$ cat config.mk
export PLATFORM = sky130hd
export DESIGN_NAME = cadence_gen_flat
export DESIGN_NICKNAME = d
export VERILOG_FILES = /design/src/rtl/cadence_pkg.sv /design/src/rtl/cadence_gen_if.sv /design/src/rtl/cadence_bounce_seq.sv /design/src/rtl/cadence_gen.sv /design/src/flat_wrapper.sv
export SDC_FILE = /design/constraint.sdc
export NUM_CORES = 1
export LEC_CHECK = 0
export CELL_PAD_IN_SITES_DETAIL_PLACEMENT = 0
export CELL_PAD_IN_SITES_GLOBAL_PLACEMENT = 1
export CORE_MARGIN = 2
export CORE_UTILIZATION = 41
export CTS_CLUSTER_DIAMETER = 200
export CTS_CLUSTER_SIZE = 8
export DETAILED_ROUTE_END_ITERATION = 7
export GPL_TIMING_DRIVEN = 0
export PLACE_DENSITY = 0.79
export SETUP_SLACK_MARGIN = 0.4
export SLEW_MARGIN = 30
export SYNTH_ARGS = -nofsm -noshare
export SYNTH_HDL_FRONTEND = slang
export SYNTH_SLANG_ARGS = --single-unit
$ cat constraint.sdc
create_clock -name clk -period 3.11 [get_ports clk]
set_clock_uncertainty 0.2 [all_clocks]
set_input_delay 0.4665 -clock clk [delete_from_list [all_inputs] [get_ports clk]]
set_output_delay 0.4665 -clock clk [all_outputs]
set_load 0.03 [all_outputs]
$ cat src/rtl/cadence_pkg.sv
// cadence_pkg: shared state, scaling and configuration types for the cadence emulator
package cadence_pkg;
   typedef enum logic [1:0] {IDLE, BOUNCE, HOLD} state_t;
   localparam int SCALE_SH = 7;
   localparam int PER_WM = 32;
   localparam int BNC_WM = 16;
   typedef struct packed {
      logic [PER_WM-1:0] half_per;
      logic [BNC_WM-1:0] bnc_cnt;
      logic [7:0]        bnc_len;
   } cfg_t;
endpackage

$ cat src/rtl/cadence_gen_if.sv
// cadence_gen_if: control and status bundle of the cadence emulator
interface cadence_gen_if #(
   parameter int PER_W = 16,
   parameter int BNC_W = 4
);
   logic             en;
   logic             ld;
   logic [PER_W-1:0] half_per;
   logic [BNC_W-1:0] bnc_cnt;
   logic [7:0]       bnc_len;
   logic             cfg_pend;
   logic             cadence;
   logic             edge_done;
   logic [7:0]       rev_cnt;
   modport master (output en, ld, half_per, bnc_cnt, bnc_len, input cfg_pend, cadence, edge_done, rev_cnt);
   modport slave (input en, ld, half_per, bnc_cnt, bnc_len, output cfg_pend, cadence, edge_done, rev_cnt);
endinterface

$ cat src/rtl/cadence_bounce_seq.sv
// cadence_bounce_seq: glitch-width and glitch-pair counters for one bounced edge
module cadence_bounce_seq #(
   parameter int BNC_W = 4
) (
   input  logic             clk,
   input  logic             rst_n,
   input  logic             start,
   input  logic [BNC_W-1:0] bnc_cnt,
   input  logic [7:0]       bnc_len,
   output logic             done,
   output logic             ph
);
   logic [7:0]       wcnt;
   logic [BNC_W-1:0] pcnt;
   logic             wlast;
   assign wlast = wcnt == (bnc_len == 8'd0 ? 8'd0 : bnc_len - 8'd1);
   assign done = ph && wlast && pcnt == bnc_cnt - BNC_W'(1);
   always_ff @(posedge clk or negedge rst_n)
      if (!rst_n) begin
         wcnt <= '0;
         pcnt <= '0;
         ph <= 1'b0;
      end else if (start) begin
         wcnt <= '0;
         pcnt <= '0;
         ph <= 1'b0;
      end else if (wlast) begin
         wcnt <= '0;
         ph <= ~ph;
         pcnt <= pcnt + BNC_W'(ph);
      end else begin
         wcnt <= wcnt + 8'd1;
      end
endmodule

$ cat src/rtl/cadence_gen.sv
// cadence_gen: programmable pedal-cadence square-wave emulator with contact-bounce injection
module cadence_gen
   import cadence_pkg::*;
#(
   parameter int FAST_SIM = 1,
   parameter int PER_W = 16,
   parameter int BNC_W = 4
) (
   input logic         clk,
   input logic         rst_n,
   cadence_gen_if.slave bus
);
   localparam int HW = PER_W + 7;
   localparam int SH = FAST_SIM != 0 ? 0 : SCALE_SH;
   state_t        state;
   cfg_t          shadow, act, eff;
   logic [HW-1:0] hold_cnt, hold_len;
   logic [7:0]    rev_q;
   logic          tgt, rise_q, cad_q, done_q, pend_q;
   logic          run, halt, hold_end, zstop, edge_go, rise_go, reload, start, bdone, ph, lvl;
   assign eff = pend_q ? shadow : act;
   assign hold_len = HW'(act.half_per[PER_W-1:0]) << SH;
   assign run = state != IDLE;
   assign halt = run && (!bus.en || act.half_per == '0);
   assign hold_end = state == HOLD && hold_cnt == hold_len - HW'(1);
   // a pending zero half-period ends the run at the next rising edge instead of starting it
   assign zstop = hold_end && !tgt && eff.half_per == '0 && !halt;
   assign edge_go = !halt && (run ? hold_end && (tgt || eff.half_per != '0) : bus.en && eff.half_per != '0);
   assign rise_go = edge_go && (!run || !tgt);
   assign reload = rise_go || zstop;
   assign start = edge_go && (rise_go ? eff.bnc_cnt : act.bnc_cnt) != '0;
   assign lvl = state == HOLD ? tgt : state == BOUNCE && (tgt ^ ph);
   cadence_bounce_seq #(.BNC_W(BNC_W)) u_seq (
      .clk     (clk),
      .rst_n   (rst_n),
      .start   (start),
      .bnc_cnt (act.bnc_cnt[BNC_W-1:0]),
      .bnc_len (act.bnc_len),
      .done    (bdone),
      .ph      (ph)
   );
   always_ff @(posedge clk or negedge rst_n)
      if (!rst_n) begin
         state <= IDLE;
         shadow <= '0;
         act <= '0;
         hold_cnt <= '0;
         tgt <= 1'b0;
         rise_q <= 1'b0;
         cad_q <= 1'b0;
         done_q <= 1'b0;
         pend_q <= 1'b0;
         rev_q <= '0;
      end else begin
         if (bus.ld) shadow <= '{half_per: PER_WM'(bus.half_per), bnc_cnt: BNC_WM'(bus.bnc_cnt), bnc_len: bus.bnc_len};
         if (reload) act <= eff;
         pend_q <= bus.ld || (pend_q && !reload);
         rise_q <= rise_go;
         rev_q <= rev_q + 8'(rise_q);
         cad_q <= !halt && lvl;
         done_q <= !halt && state == HOLD && hold_cnt == '0;
         hold_cnt <= state == HOLD && !hold_end ? hold_cnt + HW'(1) : '0;
         if (halt || zstop) state <= IDLE;
         else if (edge_go) begin
            tgt <= rise_go;
            state <= start ? BOUNCE : HOLD;
         end else if (state == BOUNCE && bdone) state <= HOLD;
      end
   assign bus.cadence = cad_q;
   assign bus.edge_done = done_q;
   assign bus.cfg_pend = pend_q;
   assign bus.rev_cnt = rev_q;
endmodule

$ cat src/flat_wrapper.sv
// flat-port wrapper written by rule: the top's interface ports become plain ports
module cadence_gen_flat import cadence_pkg::*;
#(
   parameter int FAST_SIM = 1,
   parameter int PER_W = 16,
   parameter int BNC_W = 4
)
  (clk, rst_n, bus_en, bus_ld, bus_half_per, bus_bnc_cnt, bus_bnc_len, bus_cfg_pend, bus_cadence, bus_edge_done, bus_rev_cnt);
  cadence_gen_if #(.PER_W(PER_W), .BNC_W(BNC_W)) bus_i ();
  input logic clk;
  input logic rst_n;
  input wire logic [$bits(bus_i.en)-1:0] bus_en;
  input wire logic [$bits(bus_i.ld)-1:0] bus_ld;
  input wire logic [$bits(bus_i.half_per)-1:0] bus_half_per;
  input wire logic [$bits(bus_i.bnc_cnt)-1:0] bus_bnc_cnt;
  input wire logic [$bits(bus_i.bnc_len)-1:0] bus_bnc_len;
  output wire logic [$bits(bus_i.cfg_pend)-1:0] bus_cfg_pend;
  output wire logic [$bits(bus_i.cadence)-1:0] bus_cadence;
  output wire logic [$bits(bus_i.edge_done)-1:0] bus_edge_done;
  output wire logic [$bits(bus_i.rev_cnt)-1:0] bus_rev_cnt;
  assign bus_i.en = bus_en;
  assign bus_i.ld = bus_ld;
  assign bus_i.half_per = bus_half_per;
  assign bus_i.bnc_cnt = bus_bnc_cnt;
  assign bus_i.bnc_len = bus_bnc_len;
  assign bus_cfg_pend = bus_i.cfg_pend;
  assign bus_cadence = bus_i.cadence;
  assign bus_edge_done = bus_i.edge_done;
  assign bus_rev_cnt = bus_i.rev_cnt;
  cadence_gen #(.FAST_SIM(FAST_SIM), .PER_W(PER_W), .BNC_W(BNC_W)) u_core (.clk(clk), .rst_n(rst_n), .bus(bus_i));
endmodule
==> impl_metrics.toml <==
[run_status]
outcome = "complete, but fails checks"
failed_checks = "negative setup slack"

[final_layout]
area_growth_pct = 33.0
finalNetCount = 752
multiInputGateArea_sq_mm = 0.00366
nFillCells = 1394
n_antenna_cell = 0
drive_gt1_share_pct = 31.9
final_cells = 938
seqCellArea_sq_mm = 0.00338

[global_route]
antenna_found_initial = 0
overflow = 0
grt_pass1_wl_um = 25800
grtUsageTotal_pct = 18.3
grt_pass1_vias = 5144
grt_max_degree = 80

[critical_path]
slowest_stage = "dfrtp_2"
start_kind = "flop"
path_class = "reg2reg"
r2r_cells = 12
crit_chain = "inv_2, ha_4, or3b_4, a22oi_2, a22oi_2, nor4_4, nand4b_1, a2111oi_4, o21ai_2, buf_6, buf_12, mux2_4"
end_kind = "flop"
path_max_fanout = 10
cp.required_ps = 3210
cpMostUsedCell = "a22oi_2"
r2r_start = "u_core.act[24]$_DFFE_PN0P_"
critPathLaunch = "u_core.act[24]$_DFFE_PN0P_"
arrival_ps = 3390
cpPeakStageDelay_ps = 440

[die]
die_h_um = 133
dieArea_sq_mm = 0.0176
rows = 46
start_util_pct = 42.3
die_w_um = 133
num_io_pins = 43
core-area_sq_mm = 0.0160

[clocking]
cts_tree = "built"
clkTransAtPathRegs_ps = 60
cts_made_buffers = 17
clock_latency_ps = 420
root_buffer = "clkbuf_16"
htreeDepth = 4
clock_path_buffers = 2
clkSinkCount = 135

[routing]
drt_iter0_drc = 233
first_pass_iters = 5
drcViolationCount = 0
wl_um = 15200
dr_total_vias = 4942
wl_per_cell_um = 16.3
vias_per_cell = 5.27
ant_nets = 0

[hold_path]
hp-class = "reg2reg"
hp-start = "u_core.bus.rev_cnt[7]$_DFF_PN0_"
holdPathStages = 1

[place]
placed_cells = 867
gp_congestion = 0.844
io_buffers = 41
place_hpwl_um = 10200
place_ws_ps = -519

[synth]
synth_flop_cell = "dfrtp_1"
yosysSeqAreaShare_pct = 49.9
yosysWarnings = 0
async_reset_ff_share_pct = 100
synthTopCellsByArea = "dfrtp_1 50%, xnor2_1 5.4%, mux2_2 4.8%"
avgSynthCellArea_sq_um = 11.1
synth_edf_count = 0
synth_fp_nets = 652
yosys.area.top_type = "dfrtp_1"
synth_top_area_share_pct = 49.9
syn_area_sq_mm = 0.00677
netlist-cell-type-count = 64
ys_ff_latch = 135
synthCells = 609

[sta]
rsz0062_at_grt = "true"
finalSetupViolations = 56
worst_slack_ps = -179
finalMaxSlewViolations = 0
worst_slew_pin_slew_ps = 744
hold_viol = 0
max_freq_mhz = 304
relSlewSlack_pct = 50.4
finalCritPeriodShare_pct = 106
fin_crit_ps = 3290

[power_and_ir_drop]
p_leak_nw = 3.84
power_w = 0.00782
powerDensity_mw_per_mm2 = 868
ir_drop_mv = 0.455

[job]
drv_cap = 0
[worst paths after layout]
check	endpoint	slack [ps]
setup / recovery	u_core.act[10]$_DFFE_PN0P_	-180
min in group asynchronous	u_core.shadow[31]$_DFFE_PN0P_	360
setup reg to reg	u_core.act[10]$_DFFE_PN0P_	-180
hold reg to reg	u_core.bus.rev_cnt[7]$_DFF_PN0_	280
hold / removal	u_core.bus.rev_cnt[7]$_DFF_PN0_	280
max in group asynchronous	u_core.act[0]$_DFFE_PN0P_	1620
[critical path, delay by kind of cell, from the launching register on]
kind                     cells  cell delay (ps)
adder cells (fa/ha/maj)      1              150
multiplexers                 1              290
flip-flops                   1              440
buffers and inverters        3              410
AO/OA/AOI/OAI                4              720
AND/OR/NAND/NOR              3              960
[timing repair]
item,CTS,global route
endpoints found under the setup margin,97,97
gates cloned,4,0
setup buffers,24,10
endpoints found under the hold margin,56,0
hold buffers,1,0
gates resized for setup,105,30
pin swaps,37,12
[per-stage QoR]
| step | util (%) | setup TNS (ps) | hold slack (ps) | cell area, sq um |
|---|---|---|---|---|
| 4_1_cts | 55.2 | -1570 | 281 | 8830 |
| 5_1_grt | 56.3 | -15980 | 301 | 9010 |
| 3_3_place_gp | 47.0 | -523960 | 262 | 7510 |
| 3_5_place_dp | 47.2 | -26830 | 216 | 7550 |
| 6_report | 56.3 | -7260 | 280 | 9010 |
| 2_1_floorplan | - | -793 | -29.1 | 6830 |
[where the power goes]
group	total (W)	internal, W	switching (W)
Sequential	0.00256	0.00210	0.000457
Combinational	0.00320	0.00166	0.00154
Clock	0.00207	0.00129	0.000780
Total	0.00782	0.00505	0.00278
[routing by layer]
metal | GRT usage [%] | vias up | routed length [um]
li1 | - | 2376 | -
met5 | 0 | - | 0
met4 | 6.93 | 0 | 293
met2 | 29.8 | 94 | 7320
met1 | 24.4 | 2449 | 7130
met3 | 3.37 | 23 | 509
[cells by family after synthesis]
logic type	Yosys count	synth area share, %
adder cells (fa/ha/maj)	11	2.03
AO/OA/AOI/OAI	55	6.06
AND/OR/NAND/NOR	237	19.3
buffers and inverters	41	2.68
multiplexers	60	11.0
XOR/XNOR	70	9.05
flip-flops	135	49.9
[flip-flops by register name, indices dropped and copies added, names as in the netlist, 2 cells and up]
register	count
u_core.u_seq.wcnt	8
u_core.bus.rev_cnt	8
u_core.u_seq.pcnt	4
u_core.shadow	28
u_core.act	56
u_core.hold_cnt	23
u_core.state	2
[layout make-up]
class	instances	area share [%]
timing repair buffer	81	8.83
clock buffer	19	4.91
sequential	135	37.6
inverter	16	0.666
tap	216	3.00
multi-input combinational	433	40.6
clock inverter	13	1.89
buffer	25	2.51
[Yosys cell counts (8+ instances only)]
cell type,number
dfrtp_1,135
nor2_1,69
xnor2_1,42
and2_1,30
mux2_2,29
xor2_1,28
mux2_4,20
nand2_1,19
nand3_1,19
nand4_1,19
nor4_1,19
clkbuf_1,16
inv_1,16
ha_1,11
a21oi_1,9
and3_1,9
nor3_1,9
mux2_1,8
[placed cells by master (no fill, tap or decap), types with 15 or more instances in the layout]
cell type / n
buf_4: 28
nand4_1: 19
mux2_4: 29
xnor2_1: 41
nand2_1: 18
nor2_1: 54
clkdlybuf4s50_1: 40
nand3_1: 19
nor4_1: 15
dfrtp_1: 130
mux2_2: 28
clkbuf_16: 18
xor2_1: 28
and2_4: 16
Power figures use the tool's default switching activity.
